## src/rtl/move_exec_arbiter_if.sv

```systemverilog
`default_nettype none
// ============================================================================
// Module      : move_exec_arbiter_if
// Description : Handshake and data bundle between move_exec_arbiter and its
//               environment: board load, two move request ports, the shared
//               move_executor request/result channel and status outputs.
// Revision    : 1.0 - initial release
// ============================================================================
interface move_exec_arbiter_if #(
    parameter int BOARD_W = 64,
    parameter int MOVE_W  = 16
);
    // Board load channel
    logic [BOARD_W-1:0] load_board_in;
    logic               load_valid_in;
    logic               load_ready_out;

    // Move port 0 (UCI command parser)
    logic [MOVE_W-1:0]  req0_move_in;
    logic               req0_valid_in;
    logic               req0_ready_out;
    logic               req0_done_out;

    // Move port 1 (search engine bestmove commit)
    logic [MOVE_W-1:0]  req1_move_in;
    logic               req1_valid_in;
    logic               req1_ready_out;
    logic               req1_done_out;

    // Shared executor request / result
    logic [BOARD_W-1:0] exec_board_out;
    logic [MOVE_W-1:0]  exec_move_out;
    logic               exec_valid_out;
    logic [BOARD_W-1:0] exec_board_in;
    logic               exec_valid_in;

    // Board and status
    logic [BOARD_W-1:0] board_out;
    logic               board_valid_out;
    logic               busy_out;
    logic               timeout_out;

    // Arbiter side
    modport slave (
        input  load_board_in, load_valid_in,
        output load_ready_out,
        input  req0_move_in, req0_valid_in,
        output req0_ready_out, req0_done_out,
        input  req1_move_in, req1_valid_in,
        output req1_ready_out, req1_done_out,
        output exec_board_out, exec_move_out, exec_valid_out,
        input  exec_board_in, exec_valid_in,
        output board_out, board_valid_out, busy_out, timeout_out
    );

    // Environment side
    modport master (
        output load_board_in, load_valid_in,
        input  load_ready_out,
        output req0_move_in, req0_valid_in,
        input  req0_ready_out, req0_done_out,
        output req1_move_in, req1_valid_in,
        input  req1_ready_out, req1_done_out,
        input  exec_board_out, exec_move_out, exec_valid_out,
        output exec_board_in, exec_valid_in,
        input  board_out, board_valid_out, busy_out, timeout_out
    );
endinterface
`default_nettype wire

```

## src/rtl/move_exec_arbiter.sv

```systemverilog
`default_nettype none
// ============================================================================
// Module      : move_exec_arbiter
// Description : Owns the current board, accepts board loads and arbitrates
//               two move request ports round-robin onto one shared
//               move_executor, with a result timeout.
// Revision    : 1.0 - initial release
// ============================================================================
module move_exec_arbiter #(
    parameter int TIMEOUT_CYCLES = 64,
    parameter int BOARD_W        = 64,
    parameter int MOVE_W         = 16
) (
    input  logic               clk_in,
    input  logic               rst_in,
    move_exec_arbiter_if.slave bus
);

    // Counter only has to reach TIMEOUT_CYCLES-1
    localparam int CNT_W = (TIMEOUT_CYCLES > 2) ? $clog2(TIMEOUT_CYCLES) : 1;
    localparam logic [CNT_W-1:0] C_CNT_LAST = CNT_W'(TIMEOUT_CYCLES - 1);

    typedef enum logic [1:0] {
        S_IDLE  = 2'd0,
        S_ISSUE = 2'd1,
        S_WAIT  = 2'd2,
        S_DONE  = 2'd3
    } state_t;

    state_t             r_state;
    logic [BOARD_W-1:0] r_board;
    logic [MOVE_W-1:0]  r_move;
    logic               r_port;        // port of the operation in flight
    logic               r_last_grant;  // port granted most recently
    logic [CNT_W-1:0]   r_cnt;
    logic               r_exec_valid;
    logic               r_done0;
    logic               r_done1;
    logic               r_board_valid;
    logic               r_busy;
    logic               r_timeout;

    logic               w_idle;
    logic               w_load_fire;
    logic               w_any_req;
    logic               w_grant_port;
    logic               w_move_fire;
    logic [MOVE_W-1:0]  w_grant_move;

    // Round-robin grant; a pending load blocks both move ports
    always_comb begin
        w_idle      = (r_state == S_IDLE);
        w_load_fire = w_idle && bus.load_valid_in;
        w_any_req   = bus.req0_valid_in || bus.req1_valid_in;
        if (bus.req0_valid_in && bus.req1_valid_in) begin
            w_grant_port = ~r_last_grant;
        end else begin
            w_grant_port = bus.req1_valid_in;
        end
        w_grant_move = w_grant_port ? bus.req1_move_in : bus.req0_move_in;
        w_move_fire  = w_idle && !bus.load_valid_in && w_any_req;
    end

    assign bus.load_ready_out  = w_idle;
    assign bus.req0_ready_out  = w_move_fire && !w_grant_port;
    assign bus.req1_ready_out  = w_move_fire &&  w_grant_port;

    assign bus.board_out       = r_board;
    assign bus.exec_board_out  = r_board;
    assign bus.exec_move_out   = r_move;
    assign bus.exec_valid_out  = r_exec_valid;
    assign bus.req0_done_out   = r_done0;
    assign bus.req1_done_out   = r_done1;
    assign bus.board_valid_out = r_board_valid;
    assign bus.busy_out        = r_busy;
    assign bus.timeout_out     = r_timeout;

    // Operation FSM with registered pulse and status outputs
    always_ff @(posedge clk_in) begin
        if (rst_in) begin
            r_state       <= S_IDLE;
            r_board       <= '0;
            r_move        <= '0;
            r_port        <= 1'b0;
            r_last_grant  <= 1'b1;     // port 0 wins the first tie
            r_cnt         <= '0;
            r_exec_valid  <= 1'b0;
            r_done0       <= 1'b0;
            r_done1       <= 1'b0;
            r_board_valid <= 1'b0;
            r_busy        <= 1'b0;
            r_timeout     <= 1'b0;
        end else begin
            // Pulses default low; each is raised for exactly one cycle
            r_exec_valid  <= 1'b0;
            r_done0       <= 1'b0;
            r_done1       <= 1'b0;
            r_board_valid <= 1'b0;
            r_timeout     <= 1'b0;
            case (r_state)
                S_IDLE: begin
                    if (w_load_fire) begin
                        r_board       <= bus.load_board_in;
                        r_board_valid <= 1'b1;
                    end else if (w_move_fire) begin
                        r_move       <= w_grant_move;
                        r_port       <= w_grant_port;
                        r_last_grant <= w_grant_port;
                        r_exec_valid <= 1'b1;
                        r_busy       <= 1'b1;
                        r_state      <= S_ISSUE;
                    end
                end
                S_ISSUE: begin
                    r_cnt   <= '0;
                    r_state <= S_WAIT;
                end
                S_WAIT: begin
                    // A result on the last wait cycle still beats the timeout
                    if (bus.exec_valid_in) begin
                        r_board       <= bus.exec_board_in;
                        r_board_valid <= 1'b1;
                        r_done0       <= ~r_port;
                        r_done1       <=  r_port;
                        r_state       <= S_DONE;
                    end else if (r_cnt == C_CNT_LAST) begin
                        r_timeout <= 1'b1;
                        r_busy    <= 1'b0;
                        r_state   <= S_IDLE;
                    end else begin
                        r_cnt <= r_cnt + CNT_W'(1);
                    end
                end
                S_DONE: begin
                    r_busy  <= 1'b0;
                    r_state <= S_IDLE;
                end
                default: begin
                    r_busy  <= 1'b0;
                    r_state <= S_IDLE;
                end
            endcase
        end
    end

endmodule
`default_nettype wire

```

## src/flat_wrapper.sv

```systemverilog
// flat-port wrapper written by rule: the top's interface ports become plain ports
module move_exec_arbiter_flat 
#(
    parameter int TIMEOUT_CYCLES = 64,
    parameter int BOARD_W        = 64,
    parameter int MOVE_W         = 16
)
  (clk_in, rst_in, bus_load_board_in, bus_load_valid_in, bus_load_ready_out, bus_req0_move_in, bus_req0_valid_in, bus_req0_ready_out, bus_req0_done_out, bus_req1_move_in, bus_req1_valid_in, bus_req1_ready_out, bus_req1_done_out, bus_exec_board_out, bus_exec_move_out, bus_exec_valid_out, bus_exec_board_in, bus_exec_valid_in, bus_board_out, bus_board_valid_out, bus_busy_out, bus_timeout_out);
  move_exec_arbiter_if #(.BOARD_W(BOARD_W), .MOVE_W(MOVE_W)) bus_i ();
  input  logic clk_in;
  input  logic rst_in;
  input wire logic [$bits(bus_i.load_board_in)-1:0] bus_load_board_in;
  input wire logic [$bits(bus_i.load_valid_in)-1:0] bus_load_valid_in;
  output wire logic [$bits(bus_i.load_ready_out)-1:0] bus_load_ready_out;
  input wire logic [$bits(bus_i.req0_move_in)-1:0] bus_req0_move_in;
  input wire logic [$bits(bus_i.req0_valid_in)-1:0] bus_req0_valid_in;
  output wire logic [$bits(bus_i.req0_ready_out)-1:0] bus_req0_ready_out;
  output wire logic [$bits(bus_i.req0_done_out)-1:0] bus_req0_done_out;
  input wire logic [$bits(bus_i.req1_move_in)-1:0] bus_req1_move_in;
  input wire logic [$bits(bus_i.req1_valid_in)-1:0] bus_req1_valid_in;
  output wire logic [$bits(bus_i.req1_ready_out)-1:0] bus_req1_ready_out;
  output wire logic [$bits(bus_i.req1_done_out)-1:0] bus_req1_done_out;
  output wire logic [$bits(bus_i.exec_board_out)-1:0] bus_exec_board_out;
  output wire logic [$bits(bus_i.exec_move_out)-1:0] bus_exec_move_out;
  output wire logic [$bits(bus_i.exec_valid_out)-1:0] bus_exec_valid_out;
  input wire logic [$bits(bus_i.exec_board_in)-1:0] bus_exec_board_in;
  input wire logic [$bits(bus_i.exec_valid_in)-1:0] bus_exec_valid_in;
  output wire logic [$bits(bus_i.board_out)-1:0] bus_board_out;
  output wire logic [$bits(bus_i.board_valid_out)-1:0] bus_board_valid_out;
  output wire logic [$bits(bus_i.busy_out)-1:0] bus_busy_out;
  output wire logic [$bits(bus_i.timeout_out)-1:0] bus_timeout_out;
  assign bus_i.load_board_in = bus_load_board_in;
  assign bus_i.load_valid_in = bus_load_valid_in;
  assign bus_load_ready_out = bus_i.load_ready_out;
  assign bus_i.req0_move_in = bus_req0_move_in;
  assign bus_i.req0_valid_in = bus_req0_valid_in;
  assign bus_req0_ready_out = bus_i.req0_ready_out;
  assign bus_req0_done_out = bus_i.req0_done_out;
  assign bus_i.req1_move_in = bus_req1_move_in;
  assign bus_i.req1_valid_in = bus_req1_valid_in;
  assign bus_req1_ready_out = bus_i.req1_ready_out;
  assign bus_req1_done_out = bus_i.req1_done_out;
  assign bus_exec_board_out = bus_i.exec_board_out;
  assign bus_exec_move_out = bus_i.exec_move_out;
  assign bus_exec_valid_out = bus_i.exec_valid_out;
  assign bus_i.exec_board_in = bus_exec_board_in;
  assign bus_i.exec_valid_in = bus_exec_valid_in;
  assign bus_board_out = bus_i.board_out;
  assign bus_board_valid_out = bus_i.board_valid_out;
  assign bus_busy_out = bus_i.busy_out;
  assign bus_timeout_out = bus_i.timeout_out;
  move_exec_arbiter #(.TIMEOUT_CYCLES(TIMEOUT_CYCLES), .BOARD_W(BOARD_W), .MOVE_W(MOVE_W)) u_core (.clk_in(clk_in), .rst_in(rst_in), .bus(bus_i));
endmodule
```

## config.mk

```make
export PLATFORM = sky130hd
export DESIGN_NAME = move_exec_arbiter_flat
export DESIGN_NICKNAME = d
export VERILOG_FILES = /design/src/rtl/move_exec_arbiter_if.sv /design/src/rtl/move_exec_arbiter.sv /design/src/flat_wrapper.sv
export SDC_FILE = /design/constraint.sdc
export NUM_CORES = 1
export LEC_CHECK = 0
export CAP_MARGIN = 0
export CORE_AREA = 3 3 123 125
export DETAILED_ROUTE_END_ITERATION = 7
export DIE_AREA = 0 0 126 128
export GPL_TIMING_DRIVEN = 0
export PLACE_DENSITY = 0.8
export SKIP_LAST_GASP = 1
export SYNTH_ARGS = -nofsm -noshare
export SYNTH_HDL_FRONTEND = slang
export SYNTH_SLANG_ARGS = --single-unit
```

## constraint.sdc

```tcl
create_clock -name clk_in -period 1.7 [get_ports clk_in]
set_input_delay 0.255 -clock clk_in [delete_from_list [all_inputs] [get_ports clk_in]]
set_output_delay 0.255 -clock clk_in [all_outputs]
set_load 0.005 [all_outputs]
```

=== Yosys cells after proc, flatten, opt, wreduce, memory -nomap -nowiden ===
Index checks and enable logic that the tools add are counted.

* Bits in registers: 96
* Input bits: 166
* Output and inout bits: 153

* $add $sub $neg: 1
* Eq/ne operators: 12
* Multiplexer cells: 23
* Bitwise operators: 6
* Reductions and logical operators: 21

{| class="wikitable"
|+ Operator list
! operator !! count
|-
| 64-bit 2-to-1 mux || 2
|-
| 64-bit one-hot mux with 2 select lines || 1
|-
| 16-bit 2-to-1 mux || 1
|-
| 6-bit 2-to-1 mux || 2
|-
| 6-bit one-hot mux with 2 select lines || 1
|-
| 3-bit AND reduction || 4
|-
| 1-bit 2-to-1 mux || 9
|-
| 3-bit OR reduction || 3
|-
| 2-bit 2-to-1 mux || 4
|-
| 2-bit inequality test, second input constant || 4
|-
| 2-bit one-hot mux with 4 select lines || 1
|-
| 6-bit by 1-bit adder with 6-bit output, second input constant || 1
|-
| 6-bit equality test, second input constant || 1
|-
| 1-bit logical AND || 6
|-
| 2-bit by 1-bit inequality test with 1-bit output, second input constant || 3
|-
| 1-bit NOT || 6
|-
| 5-bit AND reduction || 1
|-
| 2-bit equality test, second input constant || 2
|-
| 2-bit nonzero test || 2
|-
| 3-bit by 2-bit inequality test with 1-bit output, second input constant || 1
|-
| 1-bit one-hot mux with 3 select lines || 1
|-
| 3-bit nonzero test || 1
|-
| 2-bit by 1-bit equality test with 1-bit output, second input constant || 1
|-
| 1-bit zero test || 2
|-
| other kinds (3) || 3
|}

=== Logic depth before layout (Yosys ltp) ===
Gate-level depths: netlist of the first run.

* Depth in word-level cells: 6
* Mapped depth: 7
* Gate-level depth less buffers: 5

=== Worst setup path after synthesis of the first run ===
Ideal clock, no wire load.

* Path kind: register -> register
* From: register u_core.r_cnt[0]
* To: register u_core.r_cnt[3]
* Arrival time: 1.449 ns
* Required time: 1.583 ns
* Path slack: 0.134 ns
* Cell stages (with the launch flop): 6
* Period minus slack after synthesis: 1.566 ns
* Cells stage by stage: dfxtp_1 ha_1 and4_4 a211oi_2 nand4_1 a32o_1

* Cells in the longest elaborated chain, start to end: 4
* Elaborated cells on any way between the ends: 7
* Classes of those cells: add/sub (1); eq/ne (2); mux (3); reduce/logical (1)

{| class="wikitable"
|+ Ends and longest elaborated chain
! item !! line !! source
|-
| start, declared || move_exec_arbiter.sv:35 || <nowiki>logic [CNT_W-1:0] r_cnt;</nowiki>
|-
| start signal, assigned || move_exec_arbiter.sv:131 || <nowiki>r_cnt <= r_cnt + CNT_W'(1);</nowiki>
|-
| 6-bit by 1-bit adder with 6-bit output || move_exec_arbiter.sv:131 ||
|-
| 6-bit 2-to-1 mux || move_exec_arbiter.sv:126 || <nowiki>end else if (r_cnt == C_CNT_LAST) begin</nowiki>
|-
| 6-bit 2-to-1 mux || move_exec_arbiter.sv:120 || <nowiki>if (bus.exec_valid_in) begin</nowiki>
|-
| 6-bit one-hot mux with 2 select lines || move_exec_arbiter.sv:100 || <nowiki>case (r_state)</nowiki>
|}

Parallel ways exist; a longest one is shown, timed or not. The select of a mux whose other input is x is not followed.
A chain may end at the register's enable or synchronous reset.

=== Final worst setup path of the first run ===
* From: register u_core.r_state[0]
* To: output port bus_req0_ready_out

* Cells in the longest elaborated chain, start to end: 4

{| class="wikitable"
|+ Ends and longest elaborated chain
! item !! line !! source
|-
| start, declared || move_exec_arbiter.sv:30 || <nowiki>state_t r_state;</nowiki>
|-
| start signal, assigned || move_exec_arbiter.sv:81 || <nowiki>r_state <= S_IDLE;</nowiki>
|-
| start signal, assigned || move_exec_arbiter.sv:111 || <nowiki>r_state <= S_ISSUE;</nowiki>
|-
| start signal, assigned || move_exec_arbiter.sv:116 || <nowiki>r_state <= S_WAIT;</nowiki>
|-
| 2-bit zero test || move_exec_arbiter.sv:52 || <nowiki>w_idle = (r_state == S_IDLE);</nowiki>
|-
| 1-bit logical AND (2 in series) || move_exec_arbiter.sv:61 || <nowiki>w_move_fire = w_idle && !bus.load_valid_in && w_any_req;</nowiki>
|-
| 1-bit logical AND || move_exec_arbiter.sv:65 || <nowiki>assign bus.req0_ready_out = w_move_fire && !w_grant_port;</nowiki>
|-
| end, declared || flat_wrapper.sv:17 || <nowiki>output wire logic [$bits(bus_i.req0_ready_out)-1:0] bus_req0_ready_out;</nowiki>
|}

Every way passes these cells.

==> results of run 1 <==
-- Yosys cell counts (all sizes together) (2+ instances only) --
| master | n |
|---|---|
| a222oi | 16 |
| nor2b | 2 |
| nand4 | 2 |
| dfxtp | 96 |
| a32o | 2 |
| nand3 | 4 |
| o21ai | 4 |
| a311oi | 64 |
| a21oi | 6 |
| inv | 5 |
| clkbuf | 20 |
| buf | 93 |
| a211oi | 2 |
| nor2 | 84 |
| nor4 | 4 |
| a31oi | 2 |
| nor3 | 4 |
| nand2 | 137 |
-- worst max-delay path: stages, from the launching register on --
cell and delay (ns):
dfxtp_1 0.31, buf_6 0.13, nor3_4 0.19, buf_4 0.13, o211a_1 0.16, buf_6 0.12, buf_6 0.09
-- layer usage --
| metal | global-route usage [%] | share of wire [%] | wire length [µm] | vias to the layer above |
|---|---|---|---|---|
| met1 | 26.30 | 38 | 7454 | 2583 |
| li1 | - | - | - | 2613 |
| met3 | 7.125 | 7.6 | 1501 | 40 |
| met4 | 9.211 | 3.6 | 715 | 0 |
| met2 | 40.09 | 51 | 10030 | 253 |
| met5 | 0 | 0 | 0 | - |
-- per-stage QoR --
| stage | hold WS, ns | setup TNS, ns |
|---|---|---|
| final | 0.4366 | -0.03059 |
| after global placement | 0.4380 | -29.14 |
| after floorplan | 0.4007 | 0 |
| after CTS | 0.4455 | -1.420 |
| after detailed placement | 0.4382 | -30.19 |
| after global routing | 0.4759 | -0.3324 |
-- cells in the final DEF, fill, tap and decap left out, types with 2 or more instances in the layout --
master / netlist / final
a21oi_1: 5 / 5
a222oi_1: 16 / 16
a311oi_1: 14 / 14
a311oi_2: 50 / 50
a31oi_1: 2 / 2
a32o_1: 2 / 2
buf_12: 0 / 2
buf_4: 75 / 90
buf_6: 7 / 9
buf_8: 0 / 6
clkbuf_1: 19 / 10
clkbuf_16: 0 / 14
clkbuf_2: 1 / 11
clkbuf_4: 0 / 2
clkdlybuf4s50_1: 0 / 314
clkinv_2: 0 / 2
clkinvlp_4: 0 / 3
dfxtp_1: 96 / 93
dfxtp_2: 0 / 3
inv_1: 4 / 4
nand2_1: 136 / 136
nand3_1: 4 / 4
nand4_1: 2 / 2
nor2_1: 83 / 82
nor2b_1: 2 / 2
nor3_1: 3 / 3
nor4_1: 4 / 4
o21ai_0: 3 / 3
-- cell families (layout without fill, tap and decap cells) --
kind of cell	Yosys count	after routing	synth area share, %
mux	1	1	0.2285
other cells	0	1	0
fa+ha+maj	1	1	0.2538
buf+inv	118	472	16.07
simple gates	243	243	19.90
compound gates	104	104	24.55
flops	96	96	38.99
-- final timing paths --
kind,startpoint,endpoint,slack [ns]
min,u_core.r_port$_SDFFE_PP0P_,u_core.bus.req0_done_out$_SDFF_PP0_,0.44
max reg2reg,u_core.r_state[0]$_SDFFE_PP0P_,u_core.bus.board_out[37]$_SDFFE_PP0P_,0.06
min reg2reg,u_core.r_port$_SDFFE_PP0P_,u_core.bus.req0_done_out$_SDFF_PP0_,0.44
max,u_core.r_state[0]$_SDFFE_PP0P_,bus_req0_ready_out,-0.02
-- what timing repair did --
action / CTS / global route
cloned: 1 / 5
pin swaps: 4 / 17
endpoints found under the setup margin: 54 / 85
setup buffers: 6 / 12
gates resized for setup: 29 / 40
-- state kept, by name, summed over array words and instances, names as in the netlist --
| signal | cells |
|---|---|
| u_core.bus.board_valid_out | 1 |
| u_core.bus.busy_out | 1 |
| u_core.r_port | 1 |
| u_core.bus.exec_valid_out | 1 |
| u_core.bus.board_out | 64 |
| u_core.bus.exec_move_out | 16 |
| u_core.r_last_grant | 1 |
| u_core.bus.req0_done_out | 1 |
| u_core.r_state | 2 |
| u_core.bus.req1_done_out | 1 |
| u_core.bus.timeout_out | 1 |
| u_core.r_cnt | 6 |
-- final cells by class --
class,count,area (µm²)
buffer,109,827.0
sequential,96,1926
clock buffer,11,242.7
fill,1195,4985
antenna,1,2.502
timing repair buffer,342,3478
inverter,5,18.77
multi-input combinational,349,2251
tap,180,225.2
clock inverter,5,32.53
-- power groups by stage --
| stage | clock, mW | sequential, mW | combinational, mW |
|---|---|---|---|
| finish | 1.94 | 2.70 | 2.84 |
| floorplan | 0 | 2.71 | 1.16 |
| CTS | 1.98 | 2.69 | 2.69 |
| global placement | 0 | 2.73 | 2.60 |
| detailed placement | 0 | 2.74 | 2.63 |
| global route | 2.07 | 2.73 | 3.04 |
==> results.json, run 1 <==
{
  "ys_warn_count": 0,
  "wl_per_cell_um": 17.94,
  "area_delta_synth_final_pct": 82.69,
  "cts_made_buffers": 9,
  "fin_nets": 1079,
  "grt_max_degree": 18,
  "holdBufCountCts": 0,
  "crit_fanout": 8,
  "final.setup.worst_slack_ns": -0.02377,
  "yosysSeqAreaShare_pct": 38.99,
  "yosys.cell_types.count": 45,
  "p_sw_mw": 2.156,
  "hold_violations": 0,
  "cts_sinks": 96,
  "num_vias": 5489,
  "syn_avg_cell_area_um2": 8.754,
  "grt_pass1_vias": 5379,
  "yosys-top-cells-area": "dfxtp_1 39%, a311oi_2 15%, buf_4 11%, nand2_1 10%, nor2_1 6.3%",
  "syn_nets": 730,
  "relSlewSlack_pct": 49.81,
  "ctsRootBufferMaster": "clkbuf_16",
  "ios": 319,
  "hold_path_class": "register to register",
  "dp_slack_ns": -0.5439,
  "die_area_um2": 16130,
  "start_util_pct": 35.23,
  "htreeDepth": 3,
  "worstPathArrival_ns": 1.47,
  "portBuffers": 318,
  "core_um2": 13990,
  "rows": 43,
  "placed_cell_area_um2": 8337,
  "p_leak_nw": 3.539,
  "cp-end-kind": "output pin",
  "route.detailed.drc": 0,
  "synth_edf_count": 0,
  "routed_wl_um": 19700,
  "maxSlewViolCount": 0,
  "drtPass1Iterations": 7,
  "ant_nets": 0,
  "cts.clk_slew.worst_paths_ns": 0.07,
  "grt_pass1_wl_um": 29150,
  "power_mw": 7.477,
  "async_flop_share_pct": 0,
  "cts_buffer_depth": 2,
  "crit_type": "register to output pin",
  "design_area_um2": 9004,
  "ff2ff_path_depth": 7,
  "seqPwrFrac_pct": 36.1,
  "die_w_um": 126,
  "worstPathRequired_ns": 1.44,
  "synth_top_area_cell": "dfxtp_1",
  "start_kind": "register",
  "clock_latency_ns": 0.35,
  "synth_top_area_share_pct": 38.99,
  "die_y_um": 128,
  "hpwl_um": 14740,
  "place_inst": 1061,
  "ir_worst_vdd_uv": 858.6,
  "fin_util_pct": 64.36,
  "drive_gt1_share_pct": 22.46,
  "fmax_mhz": 580.1,
  "via_per_inst": 4.999,
  "status": "finished with violations",
  "fin_worst_skew_ns": 0.003491,
  "violations": "setup timing",
  "synth-main-ff-cell": "dfxtp_1",
  "worstMarginPinSlew_ns": 0.7529,
  "hold_path_depth": 1,
  "rsz0062_at_grt": "yes",
  "setup_violations": 2,
  "syn-cell-area_um2": 4928,
  "syn_inst": 563,
  "fin_cells": 1098,
  "clockPowerShare_pct": 25.9,
  "drtIter0Drc": 305,
  "internal-power_mw": 5.321,
  "p_comb_share_pct": 38.0,
  "fin_crit_ns": 1.724,
  "antenna_found_initial": 1,
  "synth_seq_cells": 96,
  "grt-ovfl-total": 0,
  "globalplace.congestion": 0.8233,
  "post-route-period-util_pct": 101.4,
  "cts_tree": "done",
  "grt_use_total_pct": 23.01,
  "swShare_pct": 28.83,
  "powerDensity_nw_per_um2": 830.4,
  "maxCapViolCount": 0
}
(Power assumes the default switching activity.)
==> inputs of run 2 (changes only) <==
--- a/config.mk
+++ b/config.mk
@@ -5,12 +5,13 @@
 export SDC_FILE = /design/constraint.sdc
 export NUM_CORES = 1
 export LEC_CHECK = 0
-export CAP_MARGIN = 0
+export CAP_MARGIN = 20
 export CORE_AREA = 3 3 123 125
 export DETAILED_ROUTE_END_ITERATION = 7
 export DIE_AREA = 0 0 126 128
 export GPL_TIMING_DRIVEN = 0
 export PLACE_DENSITY = 0.8
+export REMOVE_ABC_BUFFERS = 1
 export SKIP_LAST_GASP = 1
 export SYNTH_ARGS = -nofsm -noshare
 export SYNTH_HDL_FRONTEND = slang
==> run 2 against run 1 <==
Net effect: highest routed layer unchanged; sequential power about the same; largest power group is now registers; fmax fell by 0.34%; core utilization down 3.1 points; via count is 6.2% lower; flip-flop and latch count unchanged; cell count shrank 8.4%; largest cell class unchanged; clock power grew 9%; worst hold slack worse by 0.042 ns; the flow still finishes with violations (setup timing).
==> results.json, run 2 (synthesis results as in run 1) <==
{
  "status": "finished with violations",
  "violations": "setup timing",
  "hold_violations": 0,
  "cts_tree": "done",
  "cts_made_buffers": 9,
  "fin_worst_skew_ns": 0.008102,
  "hold_path_class": "input pin to register",
  "globalplace.congestion": 0.8319,
  "fmax_mhz": 578.2,
  "grt-ovfl-total": 0,
  "worstPathArrival_ns": 1.47,
  "routed_wl_um": 18980,
  "critPathMaxStageDelay_ns": 0.37,
  "cts_buffer_depth": 2,
  "cts_sinks": 96,
  "worstMarginPinSlew_ns": 0.6696,
  "rsz0062_at_grt": "yes",
  "ir_worst_vdd_uv": 527.9,
  "grt_use_total_pct": 21.97,
  "cp-end-kind": "output pin",
  "grt_max_degree": 53,
  "num_vias": 5149,
  "die_y_um": 128,
  "drtIter0Drc": 294,
  "worstPathRequired_ns": 1.44,
  "core_um2": 13990,
  "via_per_inst": 5.118,
  "wl_met2_um": 10100,
  "crit_type": "register to output pin",
  "start_kind": "register",
  "p_leak_nw": 3.179,
  "nFillCells": 1156,
  "ios": 319,
  "antenna_cells": 0,
  "regArea_um2": 1929,
  "finalSetupTns_ns": -0.04608,
  "ff2ff_setup_slack_ns": -0.02,
  "portBuffers": 318,
  "clock_latency_ns": 0.34,
  "rows": 43,
  "top_layer": "met4",
  "place_inst": 955,
  "maxSlewViolCount": 0,
  "drtPass1Iterations": 6,
  "drive_gt1_share_pct": 15.50,
  "post-route-period-util_pct": 101.7,
  "setup_violations": 2,
  "ant_nets": 0,
  "final_common_cell": "clkdlybuf4s50_1",
  "final.setup.worst_slack_ns": -0.02964,
  "holdBufCountCts": 0,
  "met1_length_um": 7399,
  "die_area_um2": 16130,
  "multi_input_area_um2": 2328,
  "maxCapViolCount": 0,
  "final_cell_mix": "311 x clkdlybuf4s50_1, 136 x nand2_1, 94 x dfxtp_1",
  "crit_chain": "nor3_4 > buf_4 > o211a_4 > dlygate4sd2_1",
  "critPathBufInv": 2,
  "antenna_found_initial": 0,
  "critPathTopFamily": "buffers and inverters",
  "fin_cells": 1006,
  "crit_fanout": 4,
  "hpwl_um": 12380,
  "wl_met3_um": 1302,
  "area_delta_synth_final_pct": 73.93,
  "fin_crit_ns": 1.730,
  "start_util_pct": 35.23,
  "die_w_um": 126,
  "largest_reg_flops": 64,
  "grt_pass1_wl_um": 28430,
  "fin_nets": 988,
  "grt_pass1_vias": 5185,
  "route.detailed.drc": 0,
  "wl_per_cell_um": 18.87,
  "powerDensity_nw_per_um2": 871.4,
  "cts.clk_slew.worst_paths_ns": 0.07,
  "relSlewSlack_pct": 55.36,
  "htreeDepth": 3,
  "ctsRootBufferMaster": "clkbuf_16",
  "crit_slowest_cell": "dfxtp_4"
}
-- run 2: power by group --
part / internal [mW] / switching (mW) / total [mW]
Sequential: 2.49 / 0.213 / 2.71
Combinational: 1.63 / 1.02 / 2.65
Clock: 1.22 / 0.897 / 2.11
-- run 2: per-stage QoR --
step                hold WS, ns  setup slack [ns]  total power [mW]  area, µm²  utilization [%]
floorplan                0.3229            -3.107             3.523       4155                -
global placement         0.4108            -4.937             4.990       7564            54.07
detailed placement       0.4181           -0.8516             5.032       7727            55.24
CTS                      0.4020          -0.03754             7.422       8426            60.23
global route             0.4372          -0.07559             7.806       8572            61.28
finish                   0.3945          -0.02964             7.470       8572            61.28
-- run 2: cell type report --
class,instances,share of cell area [%]
Clock buffer,11,2.948
Clock inverter,5,0.6422
Inverter,5,0.2627
Multi-Input combinational cell,352,27.16
Sequential cell,96,22.51
Tap cell,180,2.627
Timing Repair Buffer,357,43.85
-- run 2: worst paths after layout --
check	from	to	depth (start not counted)
hold reg to reg	u_core.r_port$_SDFFE_PP0P_	u_core.bus.req0_done_out$_SDFF_PP0_	1
setup reg to reg	u_core.r_state[0]$_SDFFE_PP0P_	u_core.bus.board_out[58]$_SDFFE_PP0P_	6
setup / recovery	u_core.r_state[1]$_SDFFE_PP0P_	bus_req0_ready_out	4
hold / removal	rst_in	u_core.bus.exec_move_out[9]$_SDFFE_PP0P_	2
-- run 2: per-layer routing --
| layer | track usage, % | vias up |
|---|---|---|
| met5 | 0 | - |
| met4 | 4.606 | 0 |
| met1 | 25.84 | 2489 |
| met3 | 5.292 | 16 |
| li1 | - | 2441 |
| met2 | 40.59 | 203 |
-- run 2: repair_timing --
action | CTS | global route
resized for setup | 23 | 10
endpoints found under the setup margin | 89 | 75
setup buffers | 19 | 9
pin swaps | 5 | 9
cloned | 5 | 4
==> inputs of run 3 (changes only) <==
--- a/config.mk
+++ b/config.mk
@@ -11,6 +11,7 @@
 export DIE_AREA = 0 0 126 128
 export GPL_TIMING_DRIVEN = 0
 export PLACE_DENSITY = 0.8
+export RECOVER_POWER = 100
 export REMOVE_ABC_BUFFERS = 1
 export SKIP_LAST_GASP = 1
 export SYNTH_ARGS = -nofsm -noshare
==> run 3 against run 2 <==
Net effect: sequential share of layout area is essentially flat; clock power is essentially flat; first-iteration DRC count shrank 1.4%; highest routed layer unchanged; critical endpoint unchanged; clock skew shrank 0.0018 ns; fmax shrank 0.15%; design area is essentially flat; the run still ends with setup timing left; critical path type unchanged; register-to-register slack is essentially flat.
==> results.json, run 3 (synthesis results as in run 1) <==
{
  "status": "finished with violations",
  "violations": "setup timing",
  "globalplace.congestion": 0.8319,
  "placed_cell_area_um2": 7727,
  "fin_cells": 1006,
  "route.detailed.drc": 0,
  "grt_max_degree": 53,
  "finalSetupTns_ns": -0.03830,
  "worstPathArrival_ns": 1.48,
  "final_cell_mix": "311 x clkdlybuf4s50_1, 136 x nand2_1, 94 x dfxtp_1",
  "fin_worst_skew_ns": 0.006287,
  "drtIter0Drc": 290,
  "htreeDepth": 3,
  "grt_pass1_vias": 5185,
  "ctsRootBufferMaster": "clkbuf_16",
  "start_kind": "register",
  "num_vias": 5166,
  "hold_path_startpoint": "rst_in",
  "via_per_inst": 5.135,
  "whs_ns": 0.3947,
  "drive_gt1_share_pct": 15.50,
  "cts_made_buffers": 9,
  "grt_use_total_pct": 21.97,
  "nFillCells": 1158,
  "place_inst": 955,
  "use_met2_pct": 40.59,
  "regArea_um2": 1929,
  "maxSlewViolCount": 0,
  "fin_nets": 988,
  "routed_wl_um": 19010,
  "cts.clk_slew.worst_paths_ns": 0.07,
  "cts_buffer_depth": 2,
  "crit_slowest_cell": "dfxtp_4",
  "cts_sinks": 96,
  "ant_nets": 0,
  "crit_type": "register to output pin",
  "hold_path_depth": 2,
  "worstPathRequired_ns": 1.44,
  "final.setup.worst_slack_ns": -0.03228,
  "timing.rr.start": "u_core.r_state[0]$_SDFFE_PP0P_",
  "met1_usage_pct": 25.84,
  "hold_violations": 0,
  "cts_tree": "done",
  "crit_chain": "nor3_4 > buf_4 > o211a_4 > dlygate4sd2_1",
  "antenna_cells": 0,
  "grt-ovfl-total": 0,
  "antenna_found_initial": 0,
  "fin_util_pct": 61.23,
  "final_common_cell": "clkdlybuf4s50_1",
  "maxCapViolCount": 0,
  "critPathMaxStageDelay_ns": 0.37,
  "crit_fanout": 4,
  "clock_latency_ns": 0.34,
  "fin_crit_ns": 1.732,
  "fmax_mhz": 577.3,
  "rsz0062_at_grt": "yes",
  "start_util_pct": 35.23,
  "ff2ff_setup_slack_ns": -0.01,
  "portBuffers": 318,
  "hold_end": "u_core.bus.exec_move_out[9]$_SDFFE_PP0P_",
  "area_delta_synth_final_pct": 73.77,
  "grt_use_met3_pct": 5.292,
  "design_area_um2": 8564,
  "die_w_um": 126,
  "die_area_um2": 16130,
  "hold_path_class": "input pin to register",
  "wl_per_cell_um": 18.90,
  "ios": 319,
  "busiest_layer": "met2",
  "ff2ff_path_depth": 6,
  "powerDensity_nw_per_um2": 872.2,
  "post-route-period-util_pct": 101.9,
  "multi_input_area_um2": 2321,
  "setup_violations": 2,
  "core_um2": 13990,
  "ir_worst_vdd_uv": 527.2,
  "p_leak_nw": 3.178,
  "cp-end-kind": "output pin",
  "die_y_um": 128,
  "critPathBufInv": 2,
  "worstMarginPinSlew_ns": 0.6711,
  "timing.rr.end": "u_core.bus.board_out[58]$_SDFFE_PP0P_",
  "drtPass1Iterations": 5,
  "holdBufCountCts": 0,
  "largest_reg_flops": 64,
  "hpwl_um": 12380,
  "relSlewSlack_pct": 55.26,
  "critPathTopFamily": "buffers and inverters",
  "rows": 43,
  "grt_pass1_wl_um": 28430
}
-- run 3: timing repair --
item | in CTS | in global routing
buffers inserted | 19 | 9
pin swaps | 5 | 9
resized for setup | 23 | 10
endpoints found under the setup margin | 89 | 75
endpoints found under the hold margin | 0 | 0
gates cloned | 5 | 4
-- run 3: how the worst max path moves through the flow --
stage	end	start	depth (start not counted)	slack [ns]
CTS	bus_req1_ready_out	u_core.r_state[0]$_SDFFE_PP0P_	4	-0.04
global placement	u_core.bus.board_out[27]$_SDFFE_PP0P_	bus_exec_valid_in	4	-4.94
global route	bus_req0_ready_out	u_core.r_state[1]$_SDFFE_PP0P_	4	-0.08
floorplan	u_core.bus.board_out[10]$_SDFFE_PP0P_	u_core.r_state[1]$_SDFFE_PP0P_	3	-3.11
detailed placement	u_core.bus.board_out[56]$_SDFFE_PP0P_	bus_exec_valid_in	7	-0.85
finish	bus_req0_ready_out	u_core.r_state[1]$_SDFFE_PP0P_	4	-0.03
-- run 3: through the flow --
step	total power, mW	setup WS, ns
3_3_place_gp	4.990	-4.937
3_5_place_dp	5.032	-0.8516
2_1_floorplan	3.523	-3.107
6_report	7.470	-0.03228
4_1_cts	7.422	-0.03754
5_1_grt	7.803	-0.07545
-- run 3: worst register-to-register path, delay by kind of cell, from the launching register on --
| kind | cells | cell delay [ns] |
|---|---|---|
| simple gates | 2 | 0.32 |
| compound gates | 1 | 0.33 |
| buf+inv | 3 | 0.58 |
| flops | 1 | 0.37 |
-- run 3: area by class of cell --
type                       count  share of cell area, %
clock buffer                  11                  2.951
clock inverter                 5                 0.6428
inverter                       5                 0.2630
multi-input combinational    352                  27.10
sequential                    96                  22.53
tap                          180                  2.630
timing repair buffer         357                  43.89
-- run 3: where the power goes --
part	switching [mW]	internal, mW
clock	0.899	1.22
sequential	0.213	2.49
combinational	1.02	1.63
total	2.13	5.34
-- run 3: layer usage --
| metal | part of all wire (%) | up-vias |
|---|---|---|
| met4 | 0.90 | 0 |
| met5 | 0 | - |
| met3 | 6.9 | 14 |
| met2 | 53 | 210 |
| met1 | 39 | 2504 |
| li1 | - | 2438 |
